**src/rtl/stopwatch_disp_pkg.sv**
```systemverilog
// Shared definitions for the stopwatch display driver: digit count, 7-segment
// glyphs (active-low, bit order gfedcba), lamp bit positions, the digit-slot
// enum and the binary-to-BCD helper used when decoding the snapshot.
package stopwatch_disp_pkg;

   localparam int unsigned NUM_DIGITS = 6;

   localparam logic [6:0] SEG_0     = 7'b1000000;
   localparam logic [6:0] SEG_1     = 7'b1111001;
   localparam logic [6:0] SEG_2     = 7'b0100100;
   localparam logic [6:0] SEG_3     = 7'b0110000;
   localparam logic [6:0] SEG_4     = 7'b0011001;
   localparam logic [6:0] SEG_5     = 7'b0010010;
   localparam logic [6:0] SEG_6     = 7'b0000010;
   localparam logic [6:0] SEG_7     = 7'b1111000;
   localparam logic [6:0] SEG_8     = 7'b0000000;
   localparam logic [6:0] SEG_9     = 7'b0010000;
   localparam logic [6:0] SEG_DASH  = 7'b0111111;
   localparam logic [6:0] SEG_BLANK = 7'b1111111;

   localparam logic [NUM_DIGITS-1:0] AN_OFF = '1;

   localparam int unsigned LIGHT_RED = 2;
   localparam int unsigned LIGHT_YEL = 1;
   localparam int unsigned LIGHT_GRN = 0;

   // Scan slot; value equals the an[] bit that is driven low.
   typedef enum logic [2:0] {
      DIG_HOUR_T = 3'd0,
      DIG_HOUR_U = 3'd1,
      DIG_MIN_T  = 3'd2,
      DIG_MIN_U  = 3'd3,
      DIG_SEC_T  = 3'd4,
      DIG_SEC_U  = 3'd5
   } digit_e;

   typedef logic [3:0] bcd_t;

   typedef struct packed {
      bcd_t tens;
      bcd_t units;
   } bcd_pair_t;

   typedef struct packed {
      logic [3:0] hour;
      logic [5:0] min;
      logic [5:0] sec;
   } snap_t;

   // Repeated subtraction of ten; six steps cover the full 0..63 input range.
   function automatic bcd_pair_t to_bcd(input logic [5:0] v);
      bcd_pair_t  r;
      logic [5:0] rem;
      r.tens = '0;
      rem    = v;
      for (int unsigned i = 0; i < 6; i++) begin
         if (rem >= 6'd10) begin
            rem    = rem - 6'd10;
            r.tens = r.tens + 4'd1;
         end
      end
      r.units = rem[3:0];
      return r;
   endfunction

endpackage

```
**src/rtl/stopwatch_display_driver_if.sv**
```systemverilog
// Signal bundle between the stopwatch/traffic-light logic and the display
// driver.
//   enable, hour, min, sec, light : time and lamp code into the driver
//   an, seg                       : active-low digit enables and segments
//   led_r, led_y, led_g           : lamp drives
//   light_fault                   : registered light code not one-hot
//   frame_done                    : one-cycle pulse after a snapshot load
// master drives the inputs and observes the outputs; slave is the driver.
interface stopwatch_display_driver_if;
   import stopwatch_disp_pkg::*;

   logic                  enable;
   logic [3:0]            hour;
   logic [5:0]            min;
   logic [5:0]            sec;
   logic [2:0]            light;
   logic [NUM_DIGITS-1:0] an;
   logic [6:0]            seg;
   logic                  led_r;
   logic                  led_y;
   logic                  led_g;
   logic                  light_fault;
   logic                  frame_done;

   modport master (
      output enable, hour, min, sec, light,
      input  an, seg, led_r, led_y, led_g, light_fault, frame_done
   );

   modport slave (
      input  enable, hour, min, sec, light,
      output an, seg, led_r, led_y, led_g, light_fault, frame_done
   );

endinterface

```
**src/rtl/stopwatch_display_driver_seg7_decode.sv**
```systemverilog
// Combinational 7-segment decoder.
//   bcd  : digit value 0..9 (10..15 render blank)
//   dash : forces the dash glyph, overriding bcd
//   seg  : active-low segments, gfedcba
module seg7_decode
   import stopwatch_disp_pkg::*;
(
   input  bcd_t       bcd,
   input  logic       dash,
   output logic [6:0] seg
);

   always_comb begin
      seg = SEG_BLANK;
      if (dash) begin
         seg = SEG_DASH;
      end else begin
         case (bcd)
            4'd0:    seg = SEG_0;
            4'd1:    seg = SEG_1;
            4'd2:    seg = SEG_2;
            4'd3:    seg = SEG_3;
            4'd4:    seg = SEG_4;
            4'd5:    seg = SEG_5;
            4'd6:    seg = SEG_6;
            4'd7:    seg = SEG_7;
            4'd8:    seg = SEG_8;
            4'd9:    seg = SEG_9;
            default: seg = SEG_BLANK;
         endcase
      end
   end

endmodule

```
**src/rtl/stopwatch_display_driver.sv**
```systemverilog
// Six-digit multiplexed HH:MM:SS display driver with traffic-light lamp drive.
//   clk  : rising-edge clock
//   rst  : asynchronous active-low reset
//   bus  : stopwatch_display_driver_if.slave (time/light in, an/seg/lamps out)
// Each digit is lit for SCAN_DIV cycles. Time is sampled into a snapshot only
// at the end of a frame so a frame never mixes old and new values.
module stopwatch_display_driver
   import stopwatch_disp_pkg::*;
#(
   parameter int unsigned SCAN_DIV = 4
) (
   input logic                       clk,
   input logic                       rst,
   stopwatch_display_driver_if.slave bus
);

   localparam logic [15:0]           DIV_LAST = 16'(SCAN_DIV - 1);
   localparam logic [NUM_DIGITS-1:0] AN_LSB   = NUM_DIGITS'(1);

   logic [15:0]           div_q,   div_d;
   digit_e                dig_q,   dig_d;
   snap_t                 snap_q,  snap_d;
   logic [NUM_DIGITS-1:0] an_q,    an_d;
   logic [6:0]            seg_q,   seg_d;
   logic                  led_r_q, led_r_d;
   logic                  led_y_q, led_y_d;
   logic                  led_g_q, led_g_d;
   logic                  fault_q, fault_d;
   logic                  frame_done_q, frame_done_d;

   bcd_pair_t hour_bcd, min_bcd, sec_bcd;
   logic      min_dash, sec_dash;
   bcd_t      dec_bcd;
   logic      dec_dash;
   logic [6:0] dec_seg;
   logic      tc;
   logic      light_one_hot;

   // Digit source: the snapshot only, never the live inputs.
   always_comb begin
      hour_bcd = to_bcd({2'b00, snap_q.hour});
      min_bcd  = to_bcd(snap_q.min);
      sec_bcd  = to_bcd(snap_q.sec);
      min_dash = (snap_q.min > 6'd59);
      sec_dash = (snap_q.sec > 6'd59);
      dec_bcd  = '0;
      dec_dash = 1'b0;
      case (dig_q)
         DIG_HOUR_T: dec_bcd = hour_bcd.tens;
         DIG_HOUR_U: dec_bcd = hour_bcd.units;
         DIG_MIN_T:  begin dec_bcd = min_bcd.tens;  dec_dash = min_dash; end
         DIG_MIN_U:  begin dec_bcd = min_bcd.units; dec_dash = min_dash; end
         DIG_SEC_T:  begin dec_bcd = sec_bcd.tens;  dec_dash = sec_dash; end
         DIG_SEC_U:  begin dec_bcd = sec_bcd.units; dec_dash = sec_dash; end
         default:    begin dec_bcd = '0;            dec_dash = 1'b0;     end
      endcase
   end

   seg7_decode u_decode (
      .bcd  (dec_bcd),
      .dash (dec_dash),
      .seg  (dec_seg)
   );

   always_comb begin
      tc            = (div_q == DIV_LAST);
      light_one_hot = $onehot(bus.light);

      div_d        = div_q;
      dig_d        = dig_q;
      snap_d       = snap_q;
      an_d         = AN_OFF;
      seg_d        = SEG_BLANK;
      frame_done_d = 1'b0;

      if (bus.enable) begin
         // an/seg follow the current slot, so they trail a slot change by one clock.
         an_d  = ~(AN_LSB << dig_q);
         seg_d = dec_seg;
         if (tc) begin
            div_d = '0;
            if (dig_q == DIG_SEC_U) begin
               dig_d        = DIG_HOUR_T;
               snap_d.hour  = bus.hour;
               snap_d.min   = bus.min;
               snap_d.sec   = bus.sec;
               frame_done_d = 1'b1;
            end else begin
               dig_d = digit_e'(dig_q + 3'd1);
            end
         end else begin
            div_d = div_q + 16'd1;
         end
      end

      // Lamp outputs are the registered form of the light code; holding the
      // decoded result (rather than the raw code) lets reset read as no fault.
      led_r_d = light_one_hot & bus.light[LIGHT_RED];
      led_y_d = light_one_hot & bus.light[LIGHT_YEL];
      led_g_d = light_one_hot & bus.light[LIGHT_GRN];
      fault_d = ~light_one_hot;
   end

   always_ff @(posedge clk or negedge rst) begin
      if (!rst) begin
         div_q        <= '0;
         dig_q        <= DIG_HOUR_T;
         snap_q       <= '0;
         an_q         <= AN_OFF;
         seg_q        <= SEG_BLANK;
         led_r_q      <= 1'b0;
         led_y_q      <= 1'b0;
         led_g_q      <= 1'b0;
         fault_q      <= 1'b0;
         frame_done_q <= 1'b0;
      end else begin
         div_q        <= div_d;
         dig_q        <= dig_d;
         snap_q       <= snap_d;
         an_q         <= an_d;
         seg_q        <= seg_d;
         led_r_q      <= led_r_d;
         led_y_q      <= led_y_d;
         led_g_q      <= led_g_d;
         fault_q      <= fault_d;
         frame_done_q <= frame_done_d;
      end
   end

   assign bus.an          = an_q;
   assign bus.seg         = seg_q;
   assign bus.led_r       = led_r_q;
   assign bus.led_y       = led_y_q;
   assign bus.led_g       = led_g_q;
   assign bus.light_fault = fault_q;
   assign bus.frame_done  = frame_done_q;

endmodule

```
**src/flat_wrapper.sv**
```systemverilog
// flat-port wrapper written by rule: the top's interface ports become plain ports
module stopwatch_display_driver_flat import stopwatch_disp_pkg::*;
#(
   parameter int unsigned SCAN_DIV = 4
)
  (clk, rst, bus_enable, bus_hour, bus_min, bus_sec, bus_light, bus_an, bus_seg, bus_led_r, bus_led_y, bus_led_g, bus_light_fault, bus_frame_done);
  stopwatch_display_driver_if bus_i ();
  input logic clk;
  input logic rst;
  input wire logic [$bits(bus_i.enable)-1:0] bus_enable;
  input wire logic [$bits(bus_i.hour)-1:0] bus_hour;
  input wire logic [$bits(bus_i.min)-1:0] bus_min;
  input wire logic [$bits(bus_i.sec)-1:0] bus_sec;
  input wire logic [$bits(bus_i.light)-1:0] bus_light;
  output wire logic [$bits(bus_i.an)-1:0] bus_an;
  output wire logic [$bits(bus_i.seg)-1:0] bus_seg;
  output wire logic [$bits(bus_i.led_r)-1:0] bus_led_r;
  output wire logic [$bits(bus_i.led_y)-1:0] bus_led_y;
  output wire logic [$bits(bus_i.led_g)-1:0] bus_led_g;
  output wire logic [$bits(bus_i.light_fault)-1:0] bus_light_fault;
  output wire logic [$bits(bus_i.frame_done)-1:0] bus_frame_done;
  assign bus_i.enable = bus_enable;
  assign bus_i.hour = bus_hour;
  assign bus_i.min = bus_min;
  assign bus_i.sec = bus_sec;
  assign bus_i.light = bus_light;
  assign bus_an = bus_i.an;
  assign bus_seg = bus_i.seg;
  assign bus_led_r = bus_i.led_r;
  assign bus_led_y = bus_i.led_y;
  assign bus_led_g = bus_i.led_g;
  assign bus_light_fault = bus_i.light_fault;
  assign bus_frame_done = bus_i.frame_done;
  stopwatch_display_driver #(.SCAN_DIV(SCAN_DIV)) u_core (.clk(clk), .rst(rst), .bus(bus_i));
endmodule
```
**config.mk**
```make
export PLATFORM = sky130hd
export DESIGN_NAME = stopwatch_display_driver_flat
export DESIGN_NICKNAME = d
export VERILOG_FILES = /design/src/rtl/stopwatch_disp_pkg.sv /design/src/rtl/stopwatch_display_driver_if.sv /design/src/rtl/stopwatch_display_driver_seg7_decode.sv /design/src/rtl/stopwatch_display_driver.sv /design/src/flat_wrapper.sv
export SDC_FILE = /design/constraint.sdc
export NUM_CORES = 1
export LEC_CHECK = 0
export BUFFER_PORTS_ARGS = -buffer_cell sky130_fd_sc_hd__buf_2
export CAP_MARGIN = 10
export CORE_MARGIN = 4
export CORE_UTILIZATION = 60
export DETAILED_ROUTE_END_ITERATION = 10
export GPL_TIMING_DRIVEN = 0
export PLACE_DENSITY = 0.79
export RECOVER_POWER = 100
export SYNTH_ARGS = -nofsm -noshare
export SYNTH_HDL_FRONTEND = slang
export SYNTH_HIERARCHICAL = 1
export SYNTH_SLANG_ARGS = --single-unit
```
**constraint.sdc**
```tcl
create_clock -name clk -period 12.1 [get_ports clk]
set_clock_uncertainty 0.1 [all_clocks]
set_input_delay 2.42 -clock clk [delete_from_list [all_inputs] [get_ports clk]]
set_output_delay 2.42 -clock clk [all_outputs]
set_load 0.02 [all_outputs]
```
# Word level (Yosys, flattened, before mapping)
# Memory sizes are Yosys's and may differ from the RTL's.
# Cells that the tools add are included.
dict set report classes {
  n_addsub 37
  n_eq_ne 7
  mul 0
  mux 46
  n_lt_le_gt_ge 20
  reduce_logical 5
  n_shift 1
  div 0
  bitwise_logic 5
}
# cell n
set ops {}
lappend ops {{6-bit by 4-bit greater-or-equal comparator with 1-bit output (second input constant)} 17}
lappend ops {{6-bit 2-to-1 mux} 16}
lappend ops {{6-bit by 4-bit subtractor with 6-bit output (second input constant)} 14}
lappend ops {{4-bit 2-to-1 mux} 18}
lappend ops {{4-bit by 1-bit adder with 4-bit output (second input constant)} 12}
lappend ops {{4-bit case mux with 6 select lines} 1}
lappend ops {{16-bit by 1-bit adder with 16-bit output (second input constant)} 1}
lappend ops {{16-bit by 2-bit == test with 1-bit output (second input constant)} 1}
lappend ops {{16-bit 2-to-1 mux} 1}
lappend ops {{7-bit 2-to-1 mux} 2}
lappend ops {{6-bit > comparator (second input constant)} 2}
lappend ops {{4-bit subtractor (second input constant)} 3}
lappend ops {{1-bit by 1-bit adder with 2-bit output (second input constant)} 3}
lappend ops {{3-bit by 2-bit == test with 1-bit output (second input constant)} 2}
lappend ops {{3-bit == test (second input constant)} 2}
lappend ops {{1-bit 2-to-1 mux} 6}
lappend ops {{6-bit inverter} 1}
lappend ops {{1-bit by 3-bit left shift with 6-bit output (first input constant)} 1}
lappend ops {{4-bit by 4-bit subtractor with 5-bit output (second input constant)} 1}
lappend ops {{4-bit greater-or-equal comparator (second input constant)} 1}
lappend ops {{2-bit OR reduction} 2}
lappend ops {{3-bit by 1-bit adder with 3-bit output (second input constant)} 1}
lappend ops {{1-bit bitwise AND} 3}
lappend ops {{3-bit by 1-bit == test with 1-bit output (second input constant)} 1}
lappend ops {{9 further kinds} 9}
dict set report totals {
  rom_bits 112
  n_memories 1
  mem_bits_rw 0
  word_cells 134
  out_inout_bits 18
  regBits 53
  latch_bits 0
}
# memory depth word_bits read_ports rd_ports_with_merged_regs wr line_no
set mem_list {}
lappend mem_list {{(name not given)} 16 7 1 0 0 stopwatch_display_driver_seg7_decode.sv:18} ;# case (bcd)

# Logic depth before layout (Yosys ltp)
# Gate-level depths: netlist (run 1).
# An unclocked memory read counts as a cell.
dict set report logic_depth {
  ltp_word 16
  ltp_mapped 50
  depth_no_buf 45
}

# Cells and area by module
# The synthesis (run 1) kept the hierarchy.
# mod n_inst area_per_inst_um2 cells_per_inst
set modules_own_cells {}
lappend modules_own_cells {stopwatch_display_driver 1 6861.6 868}
lappend modules_own_cells {seg7_decode 1 236.5 34}

# Worst setup path before layout (run 1)
# OpenSTA, ideal clock, no wires.
dict set report synth_timing {
  path_type {flip-flop to flip-flop}
  from {register u_core/snap_q[13] in the netlist's numbering}
  to {register u_core.seg_q[3] (netlist: u_core/bus.seg[3])}
  path_stages_with_launch 49
  setup_ns 0.064
  setup_slack_ns 3.163
  period_less_slack_ns 8.937
  n_path_buf 5
  arrival_time_ns 8.773
  cell_sequence {dfrtp_1 -> buf_2 -> inv_1 -> ha_1 -> inv_1 -> ha_1 -> or2_1 -> buf_2 -> inv_2 -> buf_4 -> xnor2_1 -> ha_1 -> nand2b_1 -> nand2_1 -> and2_1 -> o21bai_1 -> mux2_2 -> ha_1 -> [... 13 more ...] -> mux2i_1 -> ha_1 -> nor3b_1 -> o21a_1 -> o31ai_1 -> a32oi_1 -> a2111o_1 -> a21oi_1 -> mux2_2 -> ha_1 -> mux2_2 -> a22oi_1 -> nand3_1 -> inv_1 -> ha_1 -> nor3b_2 -> a21oi_1 -> nand2b_1}
}
dict set report synth_between {
  elab_chain_len 16
  word_cells_on_any_way 33
  cone_classes {add/sub (11); order compare (6); mux (15); memory (1)}
}
# item line_no
set synth_lines {}
lappend synth_lines {{from (decl)} stopwatch_display_driver.sv:22} ;# snap_t snap_q, snap_d;
lappend synth_lines {{from (signal assigned)} stopwatch_display_driver.sv:119} ;# snap_q <= snap_d;
lappend synth_lines {{4-bit by 4-bit subtractor with 5-bit output or 4-bit greater-or-equal comparator (tied branches)} {stopwatch_disp_pkg.sv:58, stopwatch_disp_pkg.sv:57}}
lappend synth_lines {{6-bit 2-to-1 mux or 1-bit 2-to-1 mux (tied branches)} stopwatch_disp_pkg.sv:57} ;# if (rem >= 6'd10) begin
lappend synth_lines {{6-bit by 4-bit subtractor with 6-bit output (tied with other cells)} stopwatch_disp_pkg.sv:58} ;# rem = rem - 6'd10;
lappend synth_lines {{6-bit 2-to-1 mux or 4-bit 2-to-1 mux (tied branches)} stopwatch_disp_pkg.sv:57}
lappend synth_lines {{6-bit by 4-bit subtractor with 6-bit output (tied with other cells)} stopwatch_disp_pkg.sv:58}
lappend synth_lines {{6-bit 2-to-1 mux or 4-bit 2-to-1 mux (tied branches)} stopwatch_disp_pkg.sv:57}
lappend synth_lines {{6-bit by 4-bit subtractor with 6-bit output (tied with other cells)} stopwatch_disp_pkg.sv:58}
lappend synth_lines {{6-bit 2-to-1 mux or 4-bit 2-to-1 mux (tied branches)} stopwatch_disp_pkg.sv:57}
lappend synth_lines {{[... 3 more ...]} --}
lappend synth_lines {{4-bit 2-to-1 mux} stopwatch_disp_pkg.sv:57}
lappend synth_lines {{4-bit case mux with 6 select lines (*)} stopwatch_display_driver.sv:48} ;# case (dig_q)
lappend synth_lines {{via u_core.dec_bcd[1]} stopwatch_display_driver.sv:33} ;# bcd_t dec_bcd;
lappend synth_lines {{memory read 16 x 7 bit (*)} --}
lappend synth_lines {{7-bit 2-to-1 mux (*)} stopwatch_display_driver_seg7_decode.sv:15} ;# if (dash) begin
lappend synth_lines {{via u_core.dec_seg[3]} stopwatch_display_driver.sv:35} ;# logic [6:0] dec_seg;
lappend synth_lines {{7-bit 2-to-1 mux (*)} stopwatch_display_driver.sv:76} ;# if (bus.enable) begin
lappend synth_lines {{via u_core.seg_d[3]} stopwatch_display_driver.sv:24} ;# logic [6:0] seg_q, seg_d;
lappend synth_lines {{to (signal assigned)} stopwatch_display_driver.sv:121} ;# seg_q <= seg_d;
lappend synth_lines {{to (decl)} stopwatch_display_driver.sv:24}
# Mark *: on every way through the listed nets, which the timed path passes. The rest lies on a longest branch.
# A chain may end at the register's enable or synchronous reset.

# Final worst setup path (run 1)
dict set report layout_timing {
  from {register u_core/snap_q[13] in the netlist's numbering}
  to {register u_core.seg_q[5] (netlist: u_core/bus.seg[5])}
}
# The elaborated chain is that of the path after synthesis.

==> results.tsv, run 1 <==
stage	metric	value	unit
run_status	status	complete, but fails checks	
run_status	violations	capacitance limit, slew limit	
power_and_ir_drop	p_total	0.3829	mW
yosys	yosysSeqAreaShare	0.1891	
global_route	first_global_vias	6331	
clock_network	cts_resized	0	
cells_and_area	seqCellArea	1343	um2
global_route	grt_overflow_total	0	
clock_network	cts-root-buf	clkbuf_16	
global_route	antenna_found_initial	0	
yosys	syn_nets	969	
sta	grt_setup_unrepaired	no	
detailed_routing	wirelength	17050	um
clock_network	postCtsHoldBufs	0	
yosys	synth_cells	902	
cells_and_area	drive_gt1_frac	0.1263	
flow_run	maxCapViolCount	1	
place	dp_slack	1.646	ns
cells_and_area	fillers	1020	
cells_and_area	fin_nets	1016	
worst_setup_path	cp_common_cell	ha_1	
detailed_routing	route.detailed.drc	0	
worst_setup_path	cp_max_fo	10	
detailed_routing	wire_per_inst	15.60	um
yosys	ys_ff_latch	53	
sta	slew_violations	32	
clock_network	cts_sinks	53	
power_and_ir_drop	seq_power_share	0.529	
power_and_ir_drop	p_clk_frac	0.374	
power_and_ir_drop	ir_drop	0.06699	mV
yosys	synth_edf_count	0	
clock_network	cts_tree	yes	
yosys	ys_types	107	
die	initial_core_util	0.6164	
sta	setup_viol	0	
detailed_routing	vias	6936	
hold_path	min_path_type	register to register	
clock_network	clk_latency	0.29	ns
die	io_pins	40	
cells_and_area	multi_input_area	5329	um2
worst_setup_path	critical_path_required	12.20	ns
sta	period_minus_slack	10.88	ns
sta	finalSetupTns	0	ns
yosys	syn_area_per_cell	7.869	um2
global_route	grtUsageTotal	0.2553	
yosys	netlist_area	7098	um2
yosys	yosys_warnings	6	
sta	fmax	91.94	MHz
worst_setup_path	crit_slowest_cell	a2111o_1	
die	die_h	116.8	um
cells_and_area	syn2layout_area_growth	7.069	%
global_route	grt_max_degree	54	
detailed_routing	firstDrtPassIters	6	
clock_network	numCtsBuffers	5	
power_and_ir_drop	internal-power	0.2831	mW
worst_setup_path	worstPathArrival	10.97	ns
worst_setup_path	slowest_delay	0.51	ns
power_and_ir_drop	powerDensity	50.38	nW/um2
cells_and_area	diodes	0	
worst_setup_path	critPathLaunchType	register	
power_and_ir_drop	p_switching	0.09972	mW
sta	finalWorstSetupSlack	1.223	ns
place	finalWeightedCongestion	0.9571	
yosys	yosysTopAreaCellShare	0.1410	
yosys	synthArstFlopShare	1.000	
sta	period_share	0.8989	
die	die_area	13630	um2
place	place_hpwl	13190	um
sta	slew_headroom	-0.1138	
sta	finalHoldViolCount	0	
power_and_ir_drop	p_leak	3.200	nW
worst_setup_path	endpoint_kind	register	
detailed_routing	vias_per_cell	6.346	
yosys	yosysTopAreaCell	dfrtp_1	
yosys	synthFlopType	dfrtp_1	
clock_network	clk_pin_slew	0.07	ns
power_and_ir_drop	comb_power_share	0.098	
cells_and_area	final_core_util	0.6599	
clock_network	h-tree-depth	2	
yosys	synthTopCellsByArea	dfrtp_1 (14%), ha_1 (7.8%), xnor2_1 (5.1%)	
die	row_count	39	
cells_and_area	finalInstanceArea	7600	um2
place	place_area	7472	um2
worst_setup_path	critPathKind	register to register	
die	die_width	116.8	um
sta	worst_pin_slew	1.671	ns
detailed_routing	drt_iter0_drc	585	
die	coreArea	11520	um2
detailed_routing	ant_nets	0	
place	port_buffers	39	
global_route	grt_pass1_wl	29250	um
clock_network	cts_setup_buffers	0	
clock_network	clockBufferDepth	2	
power_and_ir_drop	switching_share	0.2605	
-- worst paths after layout --
kind	slack [ns]	cells after the start	endpoint	start
max in group asynchronous	7.51	2	u_core/snap_q[15]$_DFFE_PN0P_	rst
hold reg to reg	0.37	1	u_core/div_q[15]$_DFFE_PN0P_	u_core/div_q[15]$_DFFE_PN0P_
min in group asynchronous	2.26	1	u_core/div_q[10]$_DFFE_PN0P_	rst
hold / removal	0.37	1	u_core/div_q[15]$_DFFE_PN0P_	u_core/div_q[15]$_DFFE_PN0P_
setup reg to reg	1.22	49	u_core/bus.seg[5]$_DFF_PN1_	u_core/snap_q[13]$_DFFE_PN0P_
setup / recovery	1.22	49	u_core/bus.seg[5]$_DFF_PN1_	u_core/snap_q[13]$_DFFE_PN0P_
-- cell families (layout without fill, tap and decap cells) --
group,count (synthesis),count (layout),share of synthesized area
AO/OA/AOI/OAI,271,271,0.2859
XOR/XNOR,55,55,0.06787
adder cells (fa/ha/maj),45,45,0.08038
buffers and inverters,104,152,0.06011
flip-flops,53,53,0.1891
multiplexers,37,37,0.05605
AND/OR/NAND/NOR,337,337,0.2605
-- stage by stage --
| stage | instances | hold slack (ns) |
|---|---|---|
| after floorplan | 902 | 0.3429 |
| after global placement | 1084 | 0.3578 |
| after detailed placement | 1084 | 0.3597 |
| after CTS | 1092 | 0.3702 |
| after global routing | 1093 | 0.4110 |
| final | 1093 | 0.3691 |
-- cell usage after synthesis, drive strengths merged, types with 12 or more instances --
| cell type | instances |
|---|---|
| a211oi | 19 |
| a21o | 12 |
| a21oi | 37 |
| and3 | 16 |
| buf | 16 |
| clkbuf | 32 |
| dfrtp | 40 |
| dfstp | 13 |
| ha | 44 |
| inv | 55 |
| mux2 | 22 |
| mux2i | 15 |
| nand2 | 72 |
| nand2b | 26 |
| nand3 | 29 |
| nand4 | 14 |
| nor2 | 51 |
| nor2b | 13 |
| nor3 | 38 |
| nor4 | 15 |
| o211ai | 12 |
| o21a | 13 |
| o21ai | 56 |
| o22ai | 17 |
| or2 | 16 |
| xnor2 | 41 |
| xor2 | 14 |
-- state kept, by name, summed over array words and instances (netlist names) --
name and flops:
u_core/bus.frame_done 1, u_core/bus.led_r 1, u_core/dig_q 3, u_core/bus.led_y 1, u_core/snap_q 16, u_core/bus.seg 7, u_core/bus.led_g 1, u_core/bus.an 6
u_core/div_q 16, u_core/bus.light_fault 1
-- power by group through the flow --
stage | clock [mW] | sequential (mW) | combinational [mW]
after global routing | 0.154 | 0.205 | 0.0432
after CTS | 0.148 | 0.202 | 0.0382
after detailed placement | 0 | 0.205 | 0.0378
after floorplan | 0 | 0.204 | 0.0220
final | 0.143 | 0.202 | 0.0374
after global placement | 0 | 0.204 | 0.0358
-- routing by layer --
metal  share of wire  GRT usage
met5               0          0
met4           0.018    0.07110
met3           0.057    0.03057
met2            0.44     0.3925
met1            0.49     0.3776
-- final cells by class --
type	instances	area share
flip-flops and latches	53	0.1767
clock inverters	3	0.003293
multi-input cells	745	0.7012
repair buffers	40	0.02288
clock buffers	5	0.01646
well taps	143	0.02354
inverters	56	0.02799
plain buffers	48	0.02799
-- critical path, delay by kind of cell, from the launching register on --
family | cells | cell delay, ns
flip-flops | 1 | 0.36
AND/OR/NAND/NOR | 13 | 2.30
buffers and inverters | 11 | 1.94
multiplexers | 4 | 1.28
AO/OA/AOI/OAI | 12 | 2.83
XOR/XNOR | 1 | 0.15
adder cells (fa/ha/maj) | 8 | 1.82
-- layout by cell type, fill, tap and decap left out, types with 9 or more instances in the layout --
cell type  count
o21a_1        13
nor2b_1       12
mux2i_1       15
clkbuf_1      55
a21o_1        12
buf_2         27
nand3_1       29
nand2b_1      25
xor2_1        14
nor3_1        36
nor4_1        13
ha_1          44
a21oi_1       36
inv_1         53
and2_1         9
a211oi_1      18
nor2_1        51
dfstp_2       13
xnor2_1       41
o211a_1        9
nand2_1       72
o21ai_0       51
mux2_2        20
and3_1        15
o211ai_1      12
nand4_1       14
o22ai_1       17
dfrtp_1       40
or2_2         13
No activity file was read; power rests on OpenSTA's default activity.
==> run 2: changes to the inputs <==
Settings changed: BUFFER_PORTS_ARGS -buffer_cell sky130_fd_sc_hd__buf_2 to -buffer_cell sky130_fd_sc_hd__buf_4, CORE_ASPECT_RATIO from default to 1.2.
==> run 2 against run 1 <==
  * The run still ends with capacitance limit, slew limit left
  * Flip-flop and latch count stayed put
  * Cell area up 1.1%
  * Combinational power is 6.7% higher
  * Setup slack improved by 0.039 ns
  * Sequential share of layout area decreased by 0.19 points
  * Sequential power about the same
  * Via count down 0.14%
  * Global-route usage decreased by 0.42 points
  * Critical path depth is the same
  * Count of clock-buffer cells in the layout did not move
  * Total power grew 7.0%
  * Critical path type unchanged
  * Largest cell class unchanged
  * Largest power group unchanged
  * Highest routed layer unchanged
==> results.tsv, run 2 (synthesis results as in run 1) <==
stage	metric	value	unit	change
flow_run	maxCapViolCount	1		unchanged
run_status	status	complete, but fails checks		unchanged
hold_path	worstHoldPathCells	1		unchanged
detailed_routing	route.detailed.drc	0		unchanged
global_route	grt_overflow_total	0		unchanged
clock_network	h-tree-depth	2		unchanged
power_and_ir_drop	seq_power_share	0.494		was 0.529
cells_and_area	fin_nets	1015		was 1016
clock_network	cts_tree	yes		unchanged
place	port_buffers	39		unchanged
sta	period_share	0.8957		was 0.8989
power_and_ir_drop	p_leak	3.224	nW	was 3.200 nW
cells_and_area	finalInstanceArea	7681	um2	was 7600 um2
hold_path	min_path_type	register to register		unchanged
sta	slew_headroom	-0.8869		was -0.1138
sta	whs	0.3731	ns	was 0.3691 ns
clock_network	postCtsHoldBufs	0		unchanged
sta	setup_viol	0		unchanged
power_and_ir_drop	ir_drop	0.08356	mV	was 0.06699 mV
sta	worst_pin_slew	2.830	ns	was 1.671 ns
worst_setup_path	critPathKind	register to register		unchanged
cells_and_area	diodes	0		unchanged
sta	period_minus_slack	10.84	ns	was 10.88 ns
detailed_routing	vias_per_cell	6.262		was 6.346
sta	finalWorstSetupSlack	1.262	ns	was 1.223 ns
run_status	violations	capacitance limit, slew limit		unchanged
sta	finalHoldViolCount	0		unchanged
global_route	grt_pass1_wl	29340	um	was 29250 um
die	initial_core_util	0.6136		was 0.6164
cells_and_area	syn2layout_area_growth	8.214	%	was 7.069%
worst_setup_path	worstPathArrival	10.94	ns	was 10.97 ns
clock_network	clk_latency	0.29	ns	about the same
worst_setup_path	critPathLaunchType	register		unchanged
sta	slew_violations	54		was 32
die	die_h	127.1	um	was 116.8 um
die	io_pins	40		unchanged
sta	finalSetupTns	0	ns	unchanged
worst_setup_path	r2r_cells	49		unchanged
clock_network	clk_pin_slew	0.07	ns	about the same
cells_and_area	final_cell_mix	nand2_1 (72), clkbuf_1 (55), inv_1 (53), nor2_1 (51), o21ai_0 (51)		unchanged
power_and_ir_drop	p_switching	0.1034	mW	was 0.09972 mW
worst_setup_path	critical_path_required	12.20	ns	about the same
place	place_hpwl	13200	um	was 13190 um
clock_network	cts_sinks	53		unchanged
detailed_routing	wire_per_inst	15.44	um	was 15.60 um
place	finalWeightedCongestion	0.9174		was 0.9571
detailed_routing	firstDrtPassIters	6		unchanged
global_route	grt_max_degree	54		unchanged
power_and_ir_drop	comb_power_share	0.097		was 0.098
worst_setup_path	cp_common_cell	ha_1		unchanged
worst_setup_path	endpoint_kind	register		unchanged
die	die_area	13640	um2	was 13630 um2
place	place_area	7587	um2	was 7472 um2
worst_setup_path	slowest_delay	0.51	ns	about the same
worst_setup_path	cp_max_fo	10		unchanged
worst_setup_path	crit_slowest_cell	a2111o_1		unchanged
power_and_ir_drop	powerDensity	53.35	nW/um2	was 50.38 nW/um2
detailed_routing	ant_nets	0		unchanged
detailed_routing	drt_iter0_drc	416		was 585
power_and_ir_drop	p_clk_frac	0.409		was 0.374
detailed_routing	vias	6926		was 6936
clock_network	numCtsBuffers	5		unchanged
place	dp_slack	1.803	ns	was 1.646 ns
power_and_ir_drop	switching_share	0.2523		was 0.2605
global_route	antenna_found_initial	0		unchanged
power_and_ir_drop	internal-power	0.3064	mW	was 0.2831 mW
cells_and_area	drive_gt1_frac	0.1243		was 0.1263
sta	fmax	92.27	MHz	was 91.94 MHz
detailed_routing	wirelength	17080	um	was 17050 um
clock_network	cts_setup_buffers	0		unchanged
die	row_count	43		was 39
cells_and_area	final_common_cell	nand2_1		unchanged
clock_network	clockBufferDepth	2		unchanged
sta	grt_setup_unrepaired	no		unchanged
clock_network	cts_resized	0		unchanged
global_route	grtUsageTotal	0.2511		was 0.2553
die	coreArea	11570	um2	was 11520 um2
clock_network	cts-root-buf	clkbuf_16		unchanged
global_route	first_global_vias	6446		was 6331
die	die_width	107.3	um	was 116.8 um
-- run 2: layout make-up --
| type | count | area, um2 |
|---|---|---|
| buffer | 48 | 209.0 |
| clock buffer | 5 | 125.1 |
| clock inverter | 3 | 48.80 |
| fill | 1068 | 3886 |
| inverter | 56 | 212.7 |
| multi-input combinational | 745 | 5329 |
| sequential | 53 | 1343 |
| tap | 157 | 196.4 |
| timing repair buffer | 39 | 217.7 |
-- run 2: worst paths after layout --
kind	from	end	slack [ns]
setup reg to reg	u_core/snap_q[13]$_DFFE_PN0P_	u_core/bus.seg[6]$_DFF_PN1_	1.26
hold reg to reg	u_core/div_q[15]$_DFFE_PN0P_	u_core/div_q[15]$_DFFE_PN0P_	0.37
min in group asynchronous	rst	u_core/snap_q[11]$_DFFE_PN0P_	2.94
hold / removal	u_core/div_q[15]$_DFFE_PN0P_	u_core/div_q[15]$_DFFE_PN0P_	0.37
max in group asynchronous	rst	u_core/snap_q[1]$_DFFE_PN0P_	7.37
setup / recovery	u_core/snap_q[13]$_DFFE_PN0P_	u_core/bus.seg[6]$_DFF_PN1_	1.26
-- run 2: routing by layer --
layer	part of all wire	vias up	global-route usage
li1	-	3466	-
met1	0.44	3217	0.3242
met2	0.49	215	0.4453
met3	0.055	28	0.03386
met4	0.013	0	0.05493
met5	0	-	0
-- run 2: worst max-delay path, delay by kind of cell (launching register included) --
family                     cells  cell delay [ns]
AOI/OAI and AO/OA             13             3.11
xor gates and xnor gates       1             0.22
adders and majority gates      7             1.58
buffers and inverters         10             1.98
DFF                            1             0.36
muxes                          3             0.98
and+or+nand+nor               15             2.39
-- run 2: power groups by stage --
stage | Clock [mW] | Sequential (mW) | Combinational [mW]
finish | 0.168 | 0.202 | 0.0399
global route | 0.180 | 0.204 | 0.0450
global placement | 0 | 0.205 | 0.0384
CTS | 0.172 | 0.202 | 0.0419
detailed placement | 0 | 0.204 | 0.0408
floorplan | 0 | 0.204 | 0.0220
-- run 2: stage by stage --
step | std cells | util | total power [mW]
final | 1106 | 0.6640 | 0.4098
after global routing | 1106 | 0.6640 | 0.4291
after CTS | 1106 | 0.6710 | 0.4155
after detailed placement | 1098 | 0.6559 | 0.2451
after global placement | 1098 | 0.6559 | 0.2430
after floorplan | 902 | - | 0.2257
==> run 3: changes to the inputs <==
Settings changed: ABC_AREA from default to 1, CELL_PAD_IN_SITES_DETAIL_PLACEMENT from default to 1, CELL_PAD_IN_SITES_GLOBAL_PLACEMENT from default to 2, CORE_UTILIZATION 60 to 35, PLACE_DENSITY 0.79 to default, PLACE_DENSITY_LB_ADDON from default to 0.1.
==> run 3 against run 2 <==
  * Critical path type unchanged
  * Synthesized cell count is 2.4% higher
  * Critical path depth is 8 higher
  * Register-to-register slack better by 3.0 ns
  * The run still ends with capacitance limit, slew limit left
  * Highest routed layer unchanged
==> results.tsv, run 3 <==
stage	metric	value	unit	change
clock_network	h-tree-depth	2		unchanged
power_and_ir_drop	p_clk_frac	0.078		was 0.409
clock_network	clk_latency	0.31	ns	was 0.29 ns
die	io_pins	40		unchanged
yosys	netlist_area	6245	um2	was 7098 um2
worst_setup_path	cp_common_cell	nand2_1		was ha_1
global_route	grt_max_degree	54		unchanged
yosys	synthTopCellsByArea	dfrtp_1 (16%), nand2_1 (16%), ha_1 (8.8%)		was dfrtp_1 (14%), ha_1 (7.8%), xnor2_1 (5.1%)
cells_and_area	drive_gt1_frac	0.1887		was 0.1243
power_and_ir_drop	powerDensity	288.2	nW/um2	was 53.35 nW/um2
global_route	antenna_found_initial	0		unchanged
cells_and_area	fillers	2341		was 1068
cells_and_area	final_core_util	0.3911		was 0.6640
place	dp_slack	4.893	ns	was 1.803 ns
die	initial_core_util	0.3567		was 0.6136
detailed_routing	vias	5771		was 6926
cells_and_area	diodes	0		unchanged
worst_setup_path	critical_path_required	12.24	ns	was 12.20 ns
clock_network	cts_sinks	53		unchanged
power_and_ir_drop	ir_drop	0.09457	mV	was 0.08356 mV
place	finalWeightedCongestion	0.7503		was 0.9174
cells_and_area	fin_cells	1190		was 1106
cells_and_area	finalInstanceArea	6847	um2	was 7681 um2
power_and_ir_drop	p_switching	1.135	mW	was 0.1034 mW
place	dp.cells	1182		was 1098
detailed_routing	firstDrtPassIters	4		was 6
cells_and_area	fin_nets	1036		was 1015
cells_and_area	final_common_cell	nand2_1		unchanged
yosys	yosysTopAreaCell	dfrtp_1		unchanged
yosys	ys_types	49		was 107
die	die_width	129.9	um	was 107.3 um
clock_network	postCtsHoldBufs	0		unchanged
yosys	synthFlopType	dfrtp_1		unchanged
yosys	yosys_warnings	6		unchanged
clock_network	numCtsBuffers	5		unchanged
yosys	synth_cells	924		was 902
detailed_routing	route.detailed.drc	0		unchanged
power_and_ir_drop	switching_share	0.5753		was 0.2523
clock_network	cts_resized	0		unchanged
detailed_routing	vias_per_cell	4.850		was 6.262
die	coreArea	17510	um2	was 11570 um2
global_route	grt_overflow_total	0		unchanged
sta	finalHoldViolCount	0		unchanged
power_and_ir_drop	comb_power_share	0.806		was 0.097
yosys	syn_area_per_cell	6.758	um2	was 7.869 um2
yosys	synthArstFlopShare	1.000		unchanged
global_route	grtUsageTotal	0.1656		was 0.2511
global_route	grt_pass1_wl	27720	um	was 29340 um
sta	slew_violations	54		unchanged
detailed_routing	wire_per_inst	12.97	um	was 15.44 um
place	place_hpwl	12880	um	was 13200 um
detailed_routing	ant_nets	0		unchanged
sta	finalWorstSetupSlack	4.235	ns	was 1.262 ns
worst_setup_path	worstSetupStartpoint	u_core/snap_q[13]$_DFFE_PN0P_		unchanged
detailed_routing	wirelength	15430	um	was 17080 um
sta	worst_pin_slew	2.946	ns	was 2.830 ns
yosys	ys_ff_latch	53		unchanged
sta	period_minus_slack	7.865	ns	was 10.84 ns
cells_and_area	multi_input_area	4257	um2	was 5329 um2
clock_network	clockBufferDepth	2		unchanged
worst_setup_path	crit_slowest_cell	dfrtp_1		was a2111o_1
clock_network	clk_pin_slew	0.08	ns	was 0.07 ns
die	row_count	53		was 43
flow_run	maxCapViolCount	1		unchanged
hold_path	min_path_type	register to register		unchanged
power_and_ir_drop	internal-power	0.8380	mW	was 0.3064 mW
clock_network	cts_setup_buffers	0		unchanged
cells_and_area	syn2layout_area_growth	9.637	%	was 8.214%
clock_network	cts-root-buf	clkbuf_16		unchanged
cells_and_area	final_cell_mix	nand2_1 (264), inv_1 (134), nand3_1 (88), nand2_2 (53)		was nand2_1 (72), clkbuf_1 (55), inv_1 (53), nor2_1 (51), o21ai_0 (51)
worst_setup_path	slowest_delay	0.42	ns	was 0.51 ns
yosys	yosysSeqAreaShare	0.2150		was 0.1891
worst_setup_path	critPathKind	register to register		unchanged
hold_path	worst_hold_startpoint	u_core/div_q[15]$_DFFE_PN0P_		unchanged
power_and_ir_drop	p_total	1.973	mW	was 0.4098 mW
yosys	synth_most_common_cell	nand2_1		unchanged
worst_setup_path	cp_max_fo	10		unchanged
sta	whs	0.3786	ns	was 0.3731 ns
detailed_routing	drt_iter0_drc	174		was 416
worst_setup_path	endpoint_kind	register		unchanged
sta	setup_viol	0		unchanged
yosys	syn_nets	991		was 969
worst_setup_path	crit-reg2reg-launch	u_core/snap_q[13]$_DFFE_PN0P_		unchanged
cells_and_area	seqCellArea	1343	um2	unchanged
global_route	first_global_vias	6000		was 6446
power_and_ir_drop	p_leak	3.610	nW	was 3.224 nW
run_status	violations	capacitance limit, slew limit		unchanged
yosys	yosysTopAreaCellShare	0.1603		was 0.1410
place	port_buffers	38		was 39
die	die_h	154.3	um	was 127.1 um
worst_setup_path	critPathLaunchType	register		unchanged
yosys	synth_edf_count	0		unchanged
place	place_area	6805	um2	was 7587 um2
run_status	status	complete, but fails checks		unchanged
sta	period_share	0.6500		was 0.8957
yosys	synth_commonest_cells	nand2_1 (262), inv_1 (133), nand3_1 (87)		was nand2_1 (72), inv_1 (53), nor2_1 (51), o21ai_0 (51), ha_1 (44)
clock_network	cts_tree	yes		unchanged
sta	grt_setup_unrepaired	no		unchanged
power_and_ir_drop	seq_power_share	0.116		was 0.494
die	die_area	20050	um2	was 13640 um2
worst_setup_path	worstPathArrival	8.00	ns	was 10.94 ns
sta	fmax	127.1	MHz	was 92.27 MHz
sta	slew_headroom	-0.9641		was -0.8869
sta	finalSetupTns	0	ns	unchanged
[run 3: changes by cell type after synthesis, sizes merged, moves of 20 or more]
cell | previous run | this run
nand4 | 14 | 34
xnor2 | 41 | 3
a21oi | 37 | 17
nor3 | 38 | 11
inv | 55 | 155
nand3 | 29 | 102
mux2 | 22 | 0
clkbuf | 32 | 5
nand2b | 26 | 0
nand2 | 72 | 338
[run 3: cells by family after synthesis]
group / after synthesis / synth area share
buffers and inverters: 161 / 0.09697
adder cells (fa/ha/maj): 45 / 0.09136
XOR/XNOR: 28 / 0.04047
AND/OR/NAND/NOR: 563 / 0.4745
flip-flops: 53 / 0.2150
AO/OA/AOI/OAI: 74 / 0.08175
[run 3: power groups by stage]
| stage | clock (mW) | combinational [mW] | sequential, mW |
|---|---|---|---|
| 2_1_floorplan | 0 | 1.32 | 0.245 |
| 3_3_place_gp | 0 | 1.63 | 0.234 |
| 3_5_place_dp | 0 | 1.65 | 0.234 |
| 4_1_cts | 0.163 | 1.65 | 0.231 |
| 5_1_grt | 0.169 | 1.86 | 0.234 |
| 6_report | 0.154 | 1.59 | 0.230 |
[run 3: worst max-delay path, delay by kind of cell, from the launching register on]
kind	cells	cell delay [ns]
flip-flops	1	0.42
AND/OR/NAND/NOR	32	3.70
AO/OA/AOI/OAI	2	0.70
adder cells (fa/ha/maj)	7	1.23
buffers and inverters	15	1.35
XOR/XNOR	1	0.22
[run 3: final timing paths]
path | cells past startpoint | to | slack [ns]
setup / recovery | 57 | u_core/bus.seg[0]$_DFF_PN1_ | 4.24
hold / removal | 1 | u_core/div_q[15]$_DFFE_PN0P_ | 0.38
setup reg to reg | 57 | u_core/bus.seg[0]$_DFF_PN1_ | 4.24
hold reg to reg | 1 | u_core/div_q[15]$_DFFE_PN0P_ | 0.38
max in group asynchronous | 1 | u_core/snap_q[7]$_DFFE_PN0P_ | 7.28
min in group asynchronous | 1 | u_core/div_q[7]$_DFFE_PN0P_ | 2.96
[run 3: cell type report]
| type | count | share of cell area |
|---|---|---|
| clock inverter | 3 | 0.003472 |
| multi-input combinational | 710 | 0.6217 |
| sequential | 53 | 0.1961 |
| tap | 220 | 0.04020 |
| timing repair buffer | 38 | 0.03180 |
| clock buffer | 5 | 0.01827 |
| buffer | 5 | 0.002741 |
| inverter | 156 | 0.08571 |
[run 3: per-layer routing]
metal / vias up / wire length [um] / GRT usage
li1: 3042 / - / -
met1: 2697 / 6959 / 0.2033
met2: 25 / 8065 / 0.3067
met3: 7 / 276 / 0.02418
met4: 0 / 129 / 0.02822
met5: - / 0 / 0
